==> config.mk <==
export PLATFORM = sky130hd
export DESIGN_NAME = div_ctrl
export DESIGN_NICKNAME = d
export VERILOG_FILES = /design/src/rtl/div_ctrl_pkg.sv /design/src/rtl/div_ctrl_fifo.sv /design/src/rtl/div_ctrl.sv
export SDC_FILE = /design/constraint.sdc
export NUM_CORES = 2
export LEC_CHECK = 0
export ABC_AREA = 1
export BUFFER_PORTS_ARGS = -buffer_cell sky130_fd_sc_hd__buf_2
export CAP_MARGIN = 20
export CORE_ASPECT_RATIO = 1.25
export CORE_MARGIN = 2
export CORE_UTILIZATION = 30
export CTS_CLUSTER_DIAMETER = 100
export DETAILED_ROUTE_END_ITERATION = 8
export PLACE_DENSITY = 0.43
export REMOVE_ABC_BUFFERS = 1
export SKIP_LAST_GASP = 1
export SYNTH_ARGS = -nofsm -noshare
export SYNTH_HDL_FRONTEND = slang
export SYNTH_HIERARCHICAL = 1
export SYNTH_SLANG_ARGS = --single-unit
==> constraint.sdc <==
create_clock -name clk -period 6.77 [get_ports clk]
set_input_delay 1.354 -clock clk [delete_from_list [all_inputs] [get_ports clk]]
set_output_delay 1.354 -clock clk [all_outputs]
set_load 0.01 [all_outputs]
==> src/rtl/div_ctrl_pkg.sv <==
// Shared definitions for the divider issue/completion controller:
// op encodings, default widths and small op-decode helpers.
package div_ctrl_pkg;

   localparam int XLEN_DEF      = 32;
   localparam int DIV_LAT_DEF   = 32;
   localparam int TAG_W_DEF     = 5;
   localparam int OUT_DEPTH_DEF = 4;
   localparam int OP_W          = 2;

   typedef enum logic [OP_W-1:0] {
      OP_DIV  = 2'b00,
      OP_DIVU = 2'b01,
      OP_REM  = 2'b10,
      OP_REMU = 2'b11
   } div_op_e;

   // Bit 0 clear means a signed op, bit 1 set means the remainder is wanted.
   function automatic logic op_signed(input div_op_e op);
      return !op[0];
   endfunction

   function automatic logic op_is_rem(input div_op_e op);
      return op[1];
   endfunction

endpackage

==> src/rtl/div_ctrl_fifo.sv <==
// Generic synchronous FIFO with first-word fall-through read from registered
// storage; pointers wrap modulo DEPTH so any depth >= 1 works.
module div_ctrl_fifo #(
   parameter int WIDTH = 8,
   parameter int DEPTH = 4
) (
   input  logic                       clk,
   input  logic                       rst,
   input  logic                       push,
   input  logic [WIDTH-1:0]           push_data,
   input  logic                       pop,
   output logic [WIDTH-1:0]           pop_data,
   output logic                       full,
   output logic                       empty,
   output logic [$clog2(DEPTH+1)-1:0] count
);

   localparam int PW = (DEPTH > 1) ? $clog2(DEPTH) : 1;
   localparam int CW = $clog2(DEPTH+1);

   logic [WIDTH-1:0] mem [DEPTH];
   logic [PW-1:0]    wr_ptr;
   logic [PW-1:0]    rd_ptr;
   logic [CW-1:0]    cnt_q;
   logic             do_push;
   logic             do_pop;

   function automatic logic [PW-1:0] ptr_next(input logic [PW-1:0] p);
      return (p == PW'(DEPTH-1)) ? '0 : p + 1'b1;
   endfunction

   assign full     = (cnt_q == CW'(DEPTH));
   assign empty    = (cnt_q == '0);
   assign count    = cnt_q;
   assign do_push  = push && !full;
   assign do_pop   = pop && !empty;
   assign pop_data = mem[rd_ptr];

   always_ff @(posedge clk) begin
      if (rst) begin
         wr_ptr <= '0;
         rd_ptr <= '0;
         cnt_q  <= '0;
      end else begin
         if (do_push) wr_ptr <= ptr_next(wr_ptr);
         if (do_pop)  rd_ptr <= ptr_next(rd_ptr);
         if (do_push && !do_pop)      cnt_q <= cnt_q + 1'b1;
         else if (do_pop && !do_push) cnt_q <= cnt_q - 1'b1;
      end
   end

   // Storage is not reset; empty gates anything read from it.
   always_ff @(posedge clk) begin
      if (do_push) mem[wr_ptr] <= push_data;
   end

   assert property (@(posedge clk) disable iff (rst) !(push && full));

endmodule

==> src/rtl/div_ctrl.sv <==
// Issue/completion controller around a non-stallable pipelined unsigned divider.
// Optional macro DIV_CTRL_FLUSH_EN adds a flush input that drops all in-flight work.
module div_ctrl #(
   parameter int XLEN      = div_ctrl_pkg::XLEN_DEF,
   parameter int DIV_LAT   = div_ctrl_pkg::DIV_LAT_DEF,
   parameter int TAG_W     = div_ctrl_pkg::TAG_W_DEF,
   parameter int OUT_DEPTH = div_ctrl_pkg::OUT_DEPTH_DEF
) (
   input  logic             clk,
   input  logic             rst,
`ifdef DIV_CTRL_FLUSH_EN
   input  logic             flush,
`endif
   input  logic             in_valid,
   output logic             in_ready,
   input  logic [1:0]       in_op,
   input  logic [XLEN-1:0]  in_a,
   input  logic [XLEN-1:0]  in_b,
   input  logic [TAG_W-1:0] in_tag,
   output logic             div_vld,
   output logic [XLEN-1:0]  div_dividend,
   output logic [XLEN-1:0]  div_divisor,
   input  logic             div_res_vld,
   input  logic [XLEN-1:0]  div_quot,
   input  logic [XLEN-1:0]  div_rem,
   output logic             out_valid,
   input  logic             out_ready,
   output logic [XLEN-1:0]  out_data,
   output logic [TAG_W-1:0] out_tag
);

   import div_ctrl_pkg::*;

   // Handshakes: a request transfers on a rising edge where in_valid && in_ready;
   // a result transfers where out_valid && out_ready. Neither valid waits on ready.

   localparam int CW = $clog2(OUT_DEPTH+1);
   localparam int QW = $clog2(DIV_LAT+2);
   localparam int FW = TAG_W + XLEN;
   localparam logic [XLEN-1:0] MIN_INT = {1'b1, {(XLEN-1){1'b0}}};

   typedef struct packed {
      logic             valid;
      div_op_e          op;
      logic [TAG_W-1:0] tag;
      logic             neg_q;
      logic             neg_r;
      logic             dz;
      logic             ovf;
      logic [XLEN-1:0]  a;
   } meta_t;

   logic             flush_i;
   logic             accept;
   logic             pop;
   logic [CW-1:0]    cnt;
   logic [QW-1:0]    quiet_cnt;
   div_op_e          op_in;
   logic             in_signed;
   logic             sa;
   logic             sb;
   meta_t            new_meta;
   meta_t            iss_meta;
   meta_t            pipe [DIV_LAT];
   meta_t            head;
   logic             fx_valid;
   logic [TAG_W-1:0] fx_tag;
   logic [XLEN-1:0]  fx_data;
   logic [XLEN-1:0]  fix_data;
   logic             fifo_clr;
   logic             fifo_full;
   logic             fifo_empty;
   logic [CW-1:0]    fifo_cnt;
   logic [FW-1:0]    fifo_dout;

`ifdef DIV_CTRL_FLUSH_EN
   assign flush_i = flush;
`else
   assign flush_i = 1'b0;
`endif

   assign op_in     = div_op_e'(in_op);
   assign in_signed = op_signed(op_in);
   assign sa        = in_signed && in_a[XLEN-1];
   assign sb        = in_signed && in_b[XLEN-1];
   assign in_ready  = !rst && !flush_i && (cnt < CW'(OUT_DEPTH));
   assign accept    = in_valid && in_ready;
   assign pop       = out_valid && out_ready;
   assign head      = pipe[DIV_LAT-1];

   always_comb begin
      new_meta       = '0;
      new_meta.valid = 1'b1;
      new_meta.op    = op_in;
      new_meta.tag   = in_tag;
      new_meta.neg_q = sa ^ sb;
      new_meta.neg_r = sa;
      new_meta.dz    = (in_b == '0);
      new_meta.ovf   = in_signed && (in_a == MIN_INT) && (in_b == '1);
      new_meta.a     = in_a;
   end

   // Issue register; negating 0x80000000 yields itself, which the unsigned divider wants.
   always_ff @(posedge clk) begin
      if (rst) begin
         div_vld      <= 1'b0;
         div_dividend <= '0;
         div_divisor  <= '0;
      end else begin
         div_vld <= accept;
         if (accept) begin
            div_dividend <= sa ? -in_a : in_a;
            div_divisor  <= sb ? -in_b : in_b;
         end
      end
   end

   // iss_meta travels with div_vld; pipe[] then mirrors the divider's DIV_LAT stages.
   always_ff @(posedge clk) begin
      if (rst || flush_i) begin
         iss_meta <= '0;
         for (int i = 0; i < DIV_LAT; i++) pipe[i] <= '0;
      end else begin
         iss_meta <= accept ? new_meta : '0;
         pipe[0]  <= iss_meta;
         for (int i = 1; i < DIV_LAT; i++) pipe[i] <= pipe[i-1];
      end
   end

   always_comb begin
      fix_data = div_quot;
      if (head.dz)
         fix_data = op_is_rem(head.op) ? head.a : '1;
      else if (head.ovf)
         fix_data = op_is_rem(head.op) ? '0 : MIN_INT;
      else if (op_is_rem(head.op))
         fix_data = head.neg_r ? -div_rem : div_rem;
      else
         fix_data = head.neg_q ? -div_quot : div_quot;
   end

   // Results whose metadata was cleared by reset or flush are dropped here.
   always_ff @(posedge clk) begin
      if (rst || flush_i) begin
         fx_valid <= 1'b0;
         fx_tag   <= '0;
         fx_data  <= '0;
      end else begin
         fx_valid <= div_res_vld && head.valid;
         if (div_res_vld && head.valid) begin
            fx_tag  <= head.tag;
            fx_data <= fix_data;
         end
      end
   end

   always_ff @(posedge clk) begin
      if (rst || flush_i)          cnt <= '0;
      else if (accept && !pop)     cnt <= cnt + 1'b1;
      else if (pop && !accept)     cnt <= cnt - 1'b1;
   end

   // Window after reset/flush in which stale divider results may still emerge.
   always_ff @(posedge clk) begin
      if (rst || flush_i)          quiet_cnt <= QW'(DIV_LAT+1);
      else if (quiet_cnt != '0)    quiet_cnt <= quiet_cnt - 1'b1;
   end

   assign fifo_clr = rst || flush_i;

   div_ctrl_fifo #(
      .WIDTH(FW),
      .DEPTH(OUT_DEPTH)
   ) u_fifo (
      .clk      (clk),
      .rst      (fifo_clr),
      .push     (fx_valid),
      .push_data({fx_tag, fx_data}),
      .pop      (pop),
      .pop_data (fifo_dout),
      .full     (fifo_full),
      .empty    (fifo_empty),
      .count    (fifo_cnt)
   );

   assign out_valid           = !fifo_empty;
   assign {out_tag, out_data} = out_valid ? fifo_dout : '0;

   assert property (@(posedge clk) disable iff (rst)
                    (div_res_vld && quiet_cnt == '0) |-> head.valid);
   assert property (@(posedge clk) disable iff (rst) fifo_cnt <= cnt);
   assert property (@(posedge clk) disable iff (rst) fifo_full |-> (cnt == CW'(OUT_DEPTH)));

endmodule

======== Yosys cells after proc, flatten, opt, wreduce, memory -nomap -nowiden ========
Memories as Yosys holds them, arrays and structs flattened. A register that Yosys moved wholly into a read port is not among the register bits.
Cells that the tools add are included.
word-level totals
  register bits after elaboration ......... 157
  output and inout bits ................... 104
  memory bits (writable) .................. 1556
  memories ................................ 2
  logic and storage cells ................. 153
operators by class
  magnitude comparators ................... 1
  eq/ne operators ......................... 5
  add/subtract/negate cells ............... 10
  reductions and logical operators ........ 27
  bitwise gates (word level) .............. 34
  muxes and demuxes ....................... 56
memory list
  memory      words  bits a word  read ports  clocked after memory_dff  write ports  line                 text
  pipe        32     44           32          0                         32           div_ctrl.sv:64       meta_t pipe [DIV_LAT];
  u_fifo.mem  4      37           1           1                         1            div_ctrl_fifo.sv:21  logic [WIDTH-1:0] mem [DEPTH];
operator list
  kind                                                                count
  44-bit 2-to-1 mux                                                   33
  32-bit 2-to-1 mux                                                   9
  32-bit negator                                                      4
  32-bit equality test, second input constant                         2
  37-bit 2-to-1 mux                                                   1
  32-bit logical NOT                                                  1
  1-bit bitwise OR                                                    32
  1-bit logical AND                                                   14
  3-bit 2-to-1 mux                                                    4
  1-bit logical NOT                                                   8
  2-bit 2-to-1 mux                                                    4
  3-bit by 1-bit adder with 3-bit output, second input constant       2
  3-bit by 1-bit subtractor with 3-bit output, second input constant  2
  1-bit 2-to-1 mux                                                    5
  2-bit by 1-bit adder with 2-bit output, second input constant       2
  2-bit equality test, second input constant                          2
  2-bit nonzero test                                                  2
  3-bit equality test, second input constant                          1
  3-bit logical NOT                                                   1
  3-bit less-than comparator, second input constant                   1
  2-bit OR reduction                                                  1
  1-bit NOT                                                           1
  1-bit XOR                                                           1

======== Logic depth before layout (Yosys ltp) ========
  depth after elaboration ................. 7
  gate-level depth with buffers ........... 17

======== By module ========
Netlist, hierarchy kept.
by module, submodules not included
  module         instances  cells an instance  area each (µm²)
  div_ctrl       1          5802               47899.7
  div_ctrl_fifo  1          429                5989.5

======== Worst setup path after synthesis ========
Ideal clock, no wire load.
  path type ............................... input-to-reg
  start point ............................. input port rst
  end point ............................... register cnt[2]
  buffers on the path ..................... 3
  setup slack ............................. 3348 ps
  arrival ................................. 3299 ps
  data required time ...................... 6648 ps
  cell stages on the path ................. 14
  cell sequence ........................... buf_2 > nor2_4 > nand2_4 > inv_1 > buf_2 > buf_2 > ha_1 > inv_1 > fa_1 > o21ai_0 > a21oi_1 > or2_2 > nand2_1 > a21oi_1
between the ends
  cells in the longest elaborated chain, start to end .. 6
  elaborated cells between the ends (all ways) .. 8
  those cells by class .................... mux (1); reduce/logical (7)
RTL lines
  item                          line             text
  start, declared               div_ctrl.sv:10   input logic rst,
  1-bit logical NOT (*)         div_ctrl.sv:86   assign in_ready = !rst && !flush_i && (cnt < CW'(OUT_DEPTH));
  1-bit logical AND (*)         div_ctrl.sv:86
  net in_ready                  div_ctrl.sv:15   output logic in_ready,
  1-bit logical AND (*)         div_ctrl.sv:87   assign accept = in_valid && in_ready;
  net accept                    div_ctrl.sv:54   logic accept;
  1-bit logical NOT             div_ctrl.sv:160  else if (pop && !accept) cnt <= cnt - 1'b1;
  1-bit logical AND             div_ctrl.sv:160
  2-bit nonzero test (no line)  n/a
  end signal, assigned          div_ctrl.sv:159  else if (accept && !pop) cnt <= cnt + 1'b1;
  end signal, assigned          div_ctrl.sv:160
  end, declared                 div_ctrl.sv:56   logic [CW-1:0] cnt;
Mark *: on every way through the listed nets, which the timed path passes. The rest lies on a longest branch.
A chain may end at the register's enable or synchronous reset.

==> metrics.cfg <==
[run_status]
status = completed

[timing]
timing.final.crit_share_pct = 62.94
fmax_ghz = 0.2347
slew_headroom_pct = 32.34
min_period_ns = 4.261
hold_ws_ns = 0.3815
finClkSkew_ns = 0.01994
fin_setup_tns_ns = 0
worst_pin_slew_ns = 1.015
hold_violations = 0
grt_setup_unrepaired = no
setup_viol = 0
finalMaxSlewViolations = 0

[clock_network]
cts_setup_buffers = 0
clk_latency_ns = 0.77
ctsHtreeMaxLevel = 4
postCtsHoldBufs = 0
clockBufferDepth = 3
cts.clk_slew.worst_paths_ns = 0.06
cts_buffers = 173
cts_resized = 0
cts_sinks = 1681
cts_tree = built
clockRootBuffer = clkbuf_16

[setup_path]
cp_max_fo = 44
reg2reg_from = u_fifo/count[1]
cp_cell_sequence = inv_2, buf_4, o21ai_0, o22ai_1, inv_1, nor2_1, buf_2
cpMaxStageDelayCell = buf_4
critPathArrivalTime_ns = 2.91
setup.worst_path.class = flop to output pin
slowest_delay_ns = 0.53
required_ns = 5.42
cp-end-kind = output pin
crit_path_start_kind = flop

[layout]
syn_to_final_growth_pct = 16.93
final_common_cell = nor2_1
nets = 6584
layout_common_cells = nor2_1, inv_1, dfxtp_1
regArea_um2 = 35130
n_antenna_cell = 0
fin_util_pct = 35.37
nFillCells = 18534
drive_above_1_share_pct = 9.361
multi_input_area_um2 = 11810

[floorplanning]
dieArea_um2 = 183000
chipHeight_um = 477.8
die_x_um = 383.1
core_um2 = 178100
io_pins = 244
start_util_pct = 30.25
fp-row-count = 173

[power_and_ir_drop]
cellLeakagePower_nw = 24.76
p_int_mw = 15.76
sw_frac_of_total_pct = 20.83
pwr-share-clk_pct = 46.5
switching_power_mw = 4.147
p_per_area_nw_per_um2 = 315.9
vdd_drop_max_mv = 0.2025
seqPwrFrac_pct = 50.8
combPwrFrac_pct = 2.7

[yosys]
yosysWarnings = 6
synthCells = 6230
synth_area_um2 = 53890
avgSynthCellArea_um2 = 8.649

[global_route]
grt_usage_pct = 10.70
grt_pass1_vias = 31762
grt_overflow = 0
antenna_found_initial = 10
grt_max_degree = 217
grt_first_pass_wirelength_um = 159600

[routing]
drc = 0
wire_per_inst_um = 11.01
vias = 34804
vias_per_cell = 3.897
routed_wl_um = 98380
drt_iter0_drc = 1498
ant_nets = 0
first_pass_iters = 5

[placed_design]
gp_congestion = 0.8745
port-buffer-count = 243
dp_hpwl_um = 60410

[min_path]
holdCritStartpoint = pipe[1][458]
hold_class = flop to flop

[flow_run]
drv_cap = 0

==> path summary, 6_finish.rpt <==
check        slack, ns  cells past startpoint           end
max               2.51                      7  out_data[30]
min               0.38                      2  pipe[1][502]
max reg2reg       3.67                     14        cnt[2]
min reg2reg       0.38                      2  pipe[1][502]
==> registers in the layout, indices dropped and copies added (netlist names), 3 cells and up, named ones only <==
name / cells
fx_data: 32
div_dividend: 32
div_divisor: 32
u_fifo/count: 3
cnt: 3
fx_tag: 5
pipe: 1376
iss_meta: 42
u_fifo/mem: 148
==> worst max-delay path: cells and delay by family (launching register included) <==
kind / cells / cell delay, ns
buffers and inverters: 4 / 1.23
AOI/OAI and AO/OA: 2 / 0.32
and+or+nand+nor: 1 / 0.21
DFF: 1 / 0.32
==> power by group through the flow <==
stage | Sequential, mW | Clock (mW) | Combinational, mW
final | 10.1 | 9.25 | 0.537
after global routing | 10.1 | 10.1 | 0.608
after CTS | 10.1 | 9.66 | 0.552
after detailed placement | 10.3 | 0 | 0.549
after global placement | 10.3 | 0 | 0.549
after floorplan | 10.3 | 0 | 0.194
==> layer usage <==
layer	GRT usage [%]	wire [um]	vias to the layer above	share of wire, %
li1	-	-	18427	-
met1	12.41	43330	15588	44
met2	18.42	46320	566	47
met3	3.173	5921	207	6.0
met4	4.099	2722	16	2.8
met5	0	90	-	0.091
==> cell type report <==
cell class / instances / area share [%]
Inverter: 1582 / 9.425
Multi-Input combinational cell: 2722 / 18.74
Sequential cell: 1681 / 55.76
Clock buffer: 277 / 8.458
Clock inverter: 38 / 0.5521
Timing Repair Buffer: 270 / 2.367
Tap cell: 2362 / 4.691
==> through the flow <==
step / setup WS [ns] / cell area, um^2 / total power, mW / cells
after floorplan: 2.688 / 52850 / 10.53 / 5985
after global routing: 2.260 / 63010 / 20.78 / 8932
after CTS: 2.413 / 63010 / 20.33 / 8932
after detailed placement: 2.924 / 57330 / 10.88 / 8617
final: 2.509 / 63010 / 19.91 / 8932
after global placement: 2.909 / 57330 / 10.88 / 8617
(Power assumes the default switching activity.)
